## src/rtl/mux_nway_arb_if.sv

```systemverilog
// Handshake/bus bundle for mux_nway_arb; in_last/out_last exist only when
// MUX_NWAY_ARB_LOCK_EN is defined.
interface mux_nway_arb_if #(
  parameter int WIDTH = 32,
  parameter int N     = 4,
  parameter int SELW  = 2
);
  // Valid/ready: a beat moves on a rising edge where valid && ready are both
  // high; ready is combinational here and may be high without valid.
  logic [N-1:0]       in_valid;
  logic [N-1:0]       in_ready;
  logic [N*WIDTH-1:0] in_data;
  logic               out_valid;
  logic               out_ready;
  logic [WIDTH-1:0]   out_data;
  logic [SELW-1:0]    out_chan;
`ifdef MUX_NWAY_ARB_LOCK_EN
  logic [N-1:0]       in_last;
  logic               out_last;

  modport master (
    output in_valid, in_data, in_last, out_ready,
    input  in_ready, out_valid, out_data, out_chan, out_last
  );
  modport slave (
    input  in_valid, in_data, in_last, out_ready,
    output in_ready, out_valid, out_data, out_chan, out_last
  );
`else
  modport master (
    output in_valid, in_data, out_ready,
    input  in_ready, out_valid, out_data, out_chan
  );
  modport slave (
    input  in_valid, in_data, out_ready,
    output in_ready, out_valid, out_data, out_chan
  );
`endif
endinterface

```

## src/rtl/mux_nway_arb.sv

```systemverilog
// Registered N-way mux with fixed-select or round-robin arbitration.
// Optional packet lock (in_last/out_last) under MUX_NWAY_ARB_LOCK_EN.
module mux_nway_arb #(
  parameter int WIDTH = 32,
  parameter int N     = 4,
  parameter int SELW  = 2
) (
  input  logic             clk,
  input  logic             reset_n,
  input  logic             mode,
  input  logic [SELW-1:0]  sel,
  mux_nway_arb_if.slave    bus,
  output logic [SELW-1:0]  dbg_rr_ptr
`ifdef MUX_NWAY_ARB_LOCK_EN
  ,
  output logic             dbg_locked
`endif
);

  logic [SELW-1:0] rr_ptr;
  logic [SELW-1:0] g;
  logic [SELW-1:0] cand;
  logic [SELW-1:0] rr_next;
  logic            grant_valid;
  logic            space;
  logic            xfer_in;
  logic            advance;
  int              idx;

`ifdef MUX_NWAY_ARB_LOCK_EN
  typedef enum logic {ST_OPEN, ST_LOCKED} lock_state_t;
  lock_state_t     lock_state, lock_next;
  logic [SELW-1:0] lock_chan;
`endif

  assign space   = !bus.out_valid || bus.out_ready;
  assign xfer_in = grant_valid && space && bus.in_valid[g];
  assign rr_next = (int'(g) == N - 1) ? '0 : g + 1'b1;
  assign dbg_rr_ptr = rr_ptr;

  always_comb begin
    grant_valid = 1'b0;
    g           = '0;
    idx         = 0;
    cand        = '0;
    if (!mode) begin
      g           = sel;
      grant_valid = (int'(sel) < N);
    end
`ifdef MUX_NWAY_ARB_LOCK_EN
    else if (lock_state == ST_LOCKED) begin
      g           = lock_chan;
      grant_valid = 1'b1;
    end
`endif
    else begin
      // Scan backwards so the candidate closest to rr_ptr is written last.
      for (int k = N - 1; k >= 0; k--) begin
        idx = int'(rr_ptr) + k;
        if (idx >= N) idx = idx - N;
        cand = SELW'(idx);
        if (bus.in_valid[cand]) begin
          g           = cand;
          grant_valid = 1'b1;
        end
      end
    end
  end

  always_comb begin
    bus.in_ready = '0;
    if (grant_valid && space) bus.in_ready[g] = 1'b1;
  end

`ifdef MUX_NWAY_ARB_LOCK_EN
  assign advance    = bus.in_last[g];
  assign dbg_locked = (lock_state == ST_LOCKED);

  always_ff @(posedge clk or negedge reset_n) begin
    if (!reset_n) begin
      lock_state <= ST_OPEN;
      lock_chan  <= '0;
    end else begin
      lock_state <= lock_next;
      if (xfer_in && mode) lock_chan <= g;
    end
  end

  always_comb begin
    lock_next = lock_state;
    if (!mode)        lock_next = ST_OPEN;
    else if (xfer_in) lock_next = bus.in_last[g] ? ST_OPEN : ST_LOCKED;
  end
`else
  assign advance = 1'b1;
`endif

  always_ff @(posedge clk or negedge reset_n) begin
    if (!reset_n) begin
      bus.out_valid <= 1'b0;
      bus.out_data  <= '0;
      bus.out_chan  <= '0;
      rr_ptr        <= '0;
`ifdef MUX_NWAY_ARB_LOCK_EN
      bus.out_last  <= 1'b0;
`endif
    end else begin
      if (xfer_in) begin
        bus.out_valid <= 1'b1;
        bus.out_data  <= bus.in_data[int'(g)*WIDTH +: WIDTH];
        bus.out_chan  <= g;
`ifdef MUX_NWAY_ARB_LOCK_EN
        bus.out_last  <= bus.in_last[g];
`endif
      end else if (bus.out_valid && bus.out_ready) begin
        bus.out_valid <= 1'b0;
      end
      if (xfer_in && mode && advance) rr_ptr <= rr_next;
    end
  end

endmodule

```

## src/flat_wrapper.sv

```systemverilog
// flat-port wrapper written by rule: the top's interface ports become plain ports
module mux_nway_arb_flat 
#(
  parameter int WIDTH = 32,
  parameter int N     = 4,
  parameter int SELW  = 2
)
  (clk, reset_n, mode, sel, dbg_rr_ptr, bus_in_valid, bus_in_data, bus_out_ready, bus_in_ready, bus_out_valid, bus_out_data, bus_out_chan);
  mux_nway_arb_if #(.WIDTH(WIDTH), .N(N), .SELW(SELW)) bus_i ();
  input  logic clk;
  input  logic reset_n;
  input  logic mode;
  input  logic [SELW-1:0] sel;
  output logic [SELW-1:0] dbg_rr_ptr;
  input wire logic [$bits(bus_i.in_valid)-1:0] bus_in_valid;
  input wire logic [$bits(bus_i.in_data)-1:0] bus_in_data;
  input wire logic [$bits(bus_i.out_ready)-1:0] bus_out_ready;
  output wire logic [$bits(bus_i.in_ready)-1:0] bus_in_ready;
  output wire logic [$bits(bus_i.out_valid)-1:0] bus_out_valid;
  output wire logic [$bits(bus_i.out_data)-1:0] bus_out_data;
  output wire logic [$bits(bus_i.out_chan)-1:0] bus_out_chan;
  assign bus_i.in_valid = bus_in_valid;
  assign bus_i.in_data = bus_in_data;
  assign bus_i.out_ready = bus_out_ready;
  assign bus_in_ready = bus_i.in_ready;
  assign bus_out_valid = bus_i.out_valid;
  assign bus_out_data = bus_i.out_data;
  assign bus_out_chan = bus_i.out_chan;
  mux_nway_arb #(.WIDTH(WIDTH), .N(N), .SELW(SELW)) u_core (.clk(clk), .reset_n(reset_n), .mode(mode), .sel(sel), .bus(bus_i), .dbg_rr_ptr(dbg_rr_ptr));
endmodule
```

## config.mk

```make
export PLATFORM = sky130hd
export DESIGN_NAME = mux_nway_arb_flat
export DESIGN_NICKNAME = d
export VERILOG_FILES = /design/src/rtl/mux_nway_arb_if.sv /design/src/rtl/mux_nway_arb.sv /design/src/flat_wrapper.sv
export SDC_FILE = /design/constraint.sdc
export NUM_CORES = 1
export LEC_CHECK = 0
export ABC_AREA = 1
export CORE_ASPECT_RATIO = 2
export CORE_MARGIN = 3
export CORE_UTILIZATION = 58
export DETAILED_ROUTE_END_ITERATION = 6
export DONT_BUFFER_PORTS = 1
export PLACE_DENSITY = 0.8
export SLEW_MARGIN = 20
export SYNTH_ARGS = -nofsm -noshare
export SYNTH_HDL_FRONTEND = slang
export SYNTH_SLANG_ARGS = --single-unit
```

## constraint.sdc

```tcl
create_clock -name clk -period 2.2 [get_ports clk]
set_input_delay 0.33 -clock clk [delete_from_list [all_inputs] [get_ports clk]]
set_output_delay 0.33 -clock clk [all_outputs]
set_load 0.05 [all_outputs]
```

; Word-level counts from Yosys, hierarchy flattened
; Index checks and enable logic that the tools add are counted.
[word_totals]
register_bits = 37
in_bits = 138
out_inout_bits = 41
wordCells = 66
[op_classes]
addsub = 8
n_lt_le_gt_ge = 10
n_eq_ne = 1
n_shift = 1
muxes = 34
reduce_logical = 8
[ops]
columns = cell, n
row1 = $shiftx A128 B8 Y32, 1
row2 = $mux W2, 14
row3 = $lt A2 B3 Y1 const B, 5
row4 = $mux W1, 13
row5 = $bmux W1 S2, 5
row6 = $ge A3 B3 Y1 const B, 3
row7 = $sub A2 B1 Y2 const B, 4
row8 = $add A2 B2 Y3 const B, 2
row9 = $logic_and A1 B1 Y1, 5
row10 = $mux W4, 1
row11 = $add A2 B1 Y3 const B, 1
row12 = $ge A2 B3 Y1 const B, 1
row13 = $add A2 B1 Y2 const B, 1
row14 = $demux W1 S2, 1
row15 = $eq A2 B1 Y1 const B, 1
row16 = $ge A2 B1 Y1 const B, 1
row17 = $reduce_bool A2 Y1, 1
row18 = $logic_not A1 Y1, 1
row19 = $logic_or A1 B1 Y1, 1

; Depth between registers and ports, before layout
[logic_depth]
ltp_word = 16
depth_mapped = 17

; Least setup slack after synthesis
; Ideal clock, no wire load.
[synth_timing]
path_type = register to output
from = register u_core.rr_ptr[0] (netlist: u_core.dbg_rr_ptr[0])
to = output port bus_in_ready[0]
t_arrival_ns = 2.935
t_required_ns = 1.870
setup_slack_ns = -1.065
path_stages_with_launch = 14
n_path_buf = 3
path_cell_list = dfrtp_1 buf_4 nand2_1 o21ai_1 nand2_1 nand3_2 nand2_1 nand2_1 nand3_2 nand2_4 inv_2 buf_6 buf_2 nor3_1
[synth_via]
elab_chain_cells = 16
word_cells_on_any_way = 44
classes_between = add/sub (7) / order compare (6) / mux (29) / reduce/logical (2)
[synth_lines]
columns = element, line_no
row1 = start: declaration, mux_nway_arb.sv:20  ; logic [SELW-1:0] rr_ptr;
row2 = start signal: assignment, mux_nway_arb.sv:118  ; if (xfer_in && mode && advance) rr_ptr <= rr_next;
row3 = $add A2 B2 Y3, mux_nway_arb.sv:59  ; idx = int'(rr_ptr) + k;
row4 = $ge A3 B3 Y1 or $sub A2 B1 Y2 (tied branches), mux_nway_arb.sv:60  ; if (idx >= N) idx = idx - N;
row5 = $mux W2, mux_nway_arb.sv:60
row6 = $mux W2, mux_nway_arb.sv:46  ; if (!mode) begin
row7 = $bmux W1 S2, mux_nway_arb.sv:62  ; if (bus.in_valid[cand]) begin
row8 = $mux W1 (not written as such), mux_nway_arb.sv:62
row9 = $mux W2 (3 in series), mux_nway_arb.sv:62
row10 = $mux W2 *, mux_nway_arb.sv:62
row11 = $mux W2 *, mux_nway_arb.sv:46
row12 = via u_core.g[0], mux_nway_arb.sv:21  ; logic [SELW-1:0] g;
row13 = $lt A2 B3 Y1 (not written as such) or $ge A2 B1 Y1 (tied branches), mux_nway_arb.sv:72  ; if (grant_valid && space) bus.in_ready[g] = 1'b1;
row14 = $logic_and A1 B1 Y1 (not written as such), mux_nway_arb.sv:72
row15 = $mux W1 (not written as such), mux_nway_arb.sv:72
row16 = $demux W1 S2 *, --
row17 = $mux W4 *, mux_nway_arb.sv:72
row18 = end: declaration, flat_wrapper.sv:18  ; output wire logic [$bits(bus_i.in_ready)-1:0] bus_in_ready;
; The timed path passes the listed nets; every way through them passes the cells marked *. The select of a mux whose other input is x is not followed.

; Worst setup path after layout
[layout_timing]
from = register u_core.rr_ptr[0] (netlist: u_core.dbg_rr_ptr[0])
to = output port bus_in_ready[1]
[layout_via]
elab_chain_cells = 16
word_cells_on_any_way = 44
classes_between = add/sub (7) / order compare (6) / mux (29) / reduce/logical (2)
[layout_lines]
columns = element, line_no
row1 = $add A2 B2 Y3, mux_nway_arb.sv:59
row2 = $ge A3 B3 Y1 or $sub A2 B1 Y2 (tied branches), mux_nway_arb.sv:60
row3 = $mux W2, mux_nway_arb.sv:60
row4 = $mux W2, mux_nway_arb.sv:46
row5 = $bmux W1 S2, mux_nway_arb.sv:62
row6 = $mux W1 (not written as such), mux_nway_arb.sv:62
row7 = $mux W2 (4 in series), mux_nway_arb.sv:62
row8 = $mux W2, mux_nway_arb.sv:46
row9 = $lt A2 B3 Y1 (not written as such) or $ge A2 B1 Y1 (tied branches), mux_nway_arb.sv:72
row10 = $logic_and A1 B1 Y1 (not written as such), mux_nway_arb.sv:72
row11 = $mux W1 (not written as such), mux_nway_arb.sv:72
row12 = $demux W1 S2, --
row13 = $mux W4 *, mux_nway_arb.sv:72
; Every way passes the cells marked *; elsewhere a longest branch is shown, timed or not. The select of a mux whose other input is x is not followed.

==> impl_results.md <==
- Unrepaired setup endpoints after global routing: yes
- Yosys top cell area share: 30.07%
- Worst-path clk slew: 80 ps
- DR top layer: met4
- Fillers: 324
- I/O pin cnt: 179
- Ranking of synthesized cells by area: dfrtp_1, nand3_1, nand2_1
- Insertion delay to the later sink of the worst-skew pair: 300 ps
- DR iter-0 viols: 278
- Synthesis-to-layout area growth: 33.04%
- Final Cycle Share: 114.0%
- Placeable Area: 0.005000 mm2
- Worst Hold End: u_core.bus.out_valid
- # setup viols final: 41
- Critical Path, Cell by Cell: clkbuf_16, nand2_2, o21ai_4, nand2_2, nand3_2, nand2_1, nand2_1, nand3_2, nand2_4, buf_12, nor3_4, buf_12
- Total congestion overflow: 0
- Hold Startpoint: bus_out_ready
- Final Skew: 4.955 ps
- Hold crit path type: input pin to flip-flop
- Failing checks: setup timing
- Root Buffer Master: clkbuf_8
- Final Hold Viols: 0
- Max Clk Rate: 398.6 MHz
- Fin area: 0.004096 mm2
- Mux contribution to synthesized area: 0%
- Netlist cell types: 22
- Post-synthesis sequential area ratio: 30.07%
- Leading area contributor after synthesis: dfrtp_1
- Initial core utilization: 61.59%
- Hold depth: 1
- Ys async rst share: 100.0%
- Number of max-slew violations in the final report: 0
- Post-layout util: 81.93%
- # H-tree levels: 2
- CP max stage cell: dfrtp_2
- Num CTS Buffers: 5
- Rows: 36
- Synth Area in Simple Gates: 50.67%
- Finished Layout Cells: 585
- Drt drc: 0
- Routed wl met2: 5.641 mm
- Vias in the first global route: 2994
- Max cap viols: 0
- Number of synthesized register bits: 37
- Chip Width: 57.52 um
- Reg power frac: 32.0%
- Vias per cell: 6.029
- Port Buffers: 0
- PD cells: 1831 mW/mm2
- Power Internal: 3.276 mW
- Setup ws final: -308.8 ps
- Fin nets: 667
- Synth Cell Area: 0.003079 mm2
- Total number of vias: 3527
- Worst hold margin: 97.46 ps
- Number of synthesized flops with an enable pin: 0
- Die area: 0.006272 mm2
- Initial antenna violation count: 0
- Largest family of logic cells by synthesized area: simple AND/OR/NAND/NOR gates
- CP Class: flip-flop to output pin
- Reg2reg setup slack: -220 ps
- Critical R2R Launch: u_core.dbg_rr_ptr[0]
- Min cycle time layout: 2509 ps
- Compound-Gate Fraction of Synth Area: 1.382%
- CP arrival: 2180 ps
- Ys flop type: dfrtp_1
- Drt wl/cell: 17.89 um
- Worst ir drop on vdd: 1433 uV
- Total Wirelength: 10.47 mm
- Status: finished, violations left
- Fraction of layout cells with a size suffix above 1: 28.22%
- Routed Antenna Nets: 0
- Gpl congestion: 1.055
- CTS sink count: 37
- Die Ht: 109.0 um
- Adder-cell share of the synthesized area: 0.8127%
- Placed Instances: 554
- Met3 WL: 918 um
- Post-DP Area: 0.003326 mm2
- Clock share of power: 8.5%
- Slew margin rel.: 61.01%
- FF-to-FF path depth: 16
- Req. time, crit path: 1870 ps
- Switch share: 56.33%
- Xor and xnor area share after synthesis: 0.2844%
- Psw: 4.225 mW
- Critical path's largest stage delay: 480 ps
- Critical Path End Type: output pin
- Worst setup SP type: flip-flop
- Setup_tns: -7519 ps
- M1 WL: 3.597 mm
- Worst slack, placed: -65.13 ps
- R2r endpoint: u_core.bus.out_chan[0]
- Slew @ Worst Pin: 584.8 ps
- GRT Util Overall: 29.47%
- Yosys warnings: 0
- DP HPWL: 6.952 mm
- CTS Buffer Depth: 2
- Leak pwr: 2.205 nW
- Synth top cells by count: nand3_1, nand2_1, inv_1
- Antenna cell count: 0
- 1st-pass router iterations: 6
- Gate power share: 59.5%
- Syn nets: 647
- Most frequent cell after synthesis: nand3_1
- Largest net degree at the start of global routing: 38
- First-pass GRT wire length: 14.42 mm
- CTS tree: done
- Critical Path Fanout Max: 8
- Syn_area_per_cell: 6.073 um2
- Total power: 7.500 mW
- Syn Inst Count: 507
how the worst max path moves through the flow:
stage,from,end,slack (ps),cells after the start
after floorplan,u_core.dbg_rr_ptr[0],bus_in_ready[0],-170,13
after global placement,u_core.dbg_rr_ptr[0],u_core.bus.out_chan[0],20,14
after detailed placement,u_core.dbg_rr_ptr[0],u_core.bus.out_chan[0],-70,14
after CTS,u_core.dbg_rr_ptr[0],bus_in_ready[1],-240,10
after global routing,u_core.dbg_rr_ptr[0],bus_in_ready[1],-380,12
final,u_core.dbg_rr_ptr[0],bus_in_ready[1],-310,12
worst max-delay path: cells and delay by family (launching register included):
kind	cells	cell delay, ps
buf+inv	3	490
compound gates	1	70
flops	1	480
simple gates	8	840
registers in the layout, summed over array words and instances (netlist names):
name and count:
u_core.bus.out_chan 2, u_core.bus.out_data 32, u_core.bus.out_valid 1, u_core.dbg_rr_ptr 2
kinds of logic after synthesis:
logic type      after synthesis
buf+inv                     113
flops                        37
fa+ha+maj                     2
compound gates                8
xor+xnor                      1
simple gates                346
cells in the final DEF (no fill, tap or decap):
cell	n
nand3_4	1
dfrtp_2	2
clkbuf_16	4
nand2_2	43
dfrtp_1	35
buf_16	2
nor2_4	2
inv_2	2
nand4_1	3
nand3_1	157
xnor2_2	1
nand2_8	2
bufinv_16	1
buf_4	21
o21ai_2	2
a21oi_1	1
o21ai_1	2
o21ai_4	2
clkbuf_8	6
o21a_1	1
or2_2	1
nor2_2	1
nand2_4	14
dlygate4sd3_1	1
inv_6	1
buf_8	2
clkinvlp_4	2
nand2_1	105
inv_4	2
inv_1	72
buf_6	8
nor3_4	2
nor2_1	2
buf_12	10
nand3_2	13
ha_4	2
final cells by class:
type                       count  area [um2]  area share [%]
clock buffer                   6       82.58           2.016
clock inverter                 2       37.54          0.9163
inverter                      78       306.5           7.483
multi-input combinational    357        2027           49.48
sequential                    37       928.4           22.66
tap                           57       71.32           1.741
timing repair buffer          48       643.1           15.70
layer usage:
metal | vias up | global-route usage [%]
met5 | - | 0
met4 | 0 | 13.43
met3 | 28 | 6.635
met2 | 242 | 51.46
met1 | 1603 | 33.28
li1 | 1654 | -
power by group through the flow:
stage | clock [mW] | sequential [mW] | combinational [mW]
global route | 0.661 | 2.44 | 4.81
global placement | 0 | 2.32 | 3.15
finish | 0.635 | 2.40 | 4.46
floorplan | 0 | 2.32 | 2.46
CTS | 0.638 | 2.32 | 3.70
detailed placement | 0 | 2.33 | 3.25
what timing repair did:
| action | in CTS | in global routing |
|---|---|---|
| pin swaps | 6 | 48 |
| setup buffers | 7 | 9 |
| endpoints found under the hold margin | 37 | 0 |
| gates cloned | 3 | 4 |
| hold buffers | 2 | 0 |
| setup endpoints to repair | 39 | 41 |
| gates resized for setup | 21 | 86 |
Power figures use the tool's default switching activity.
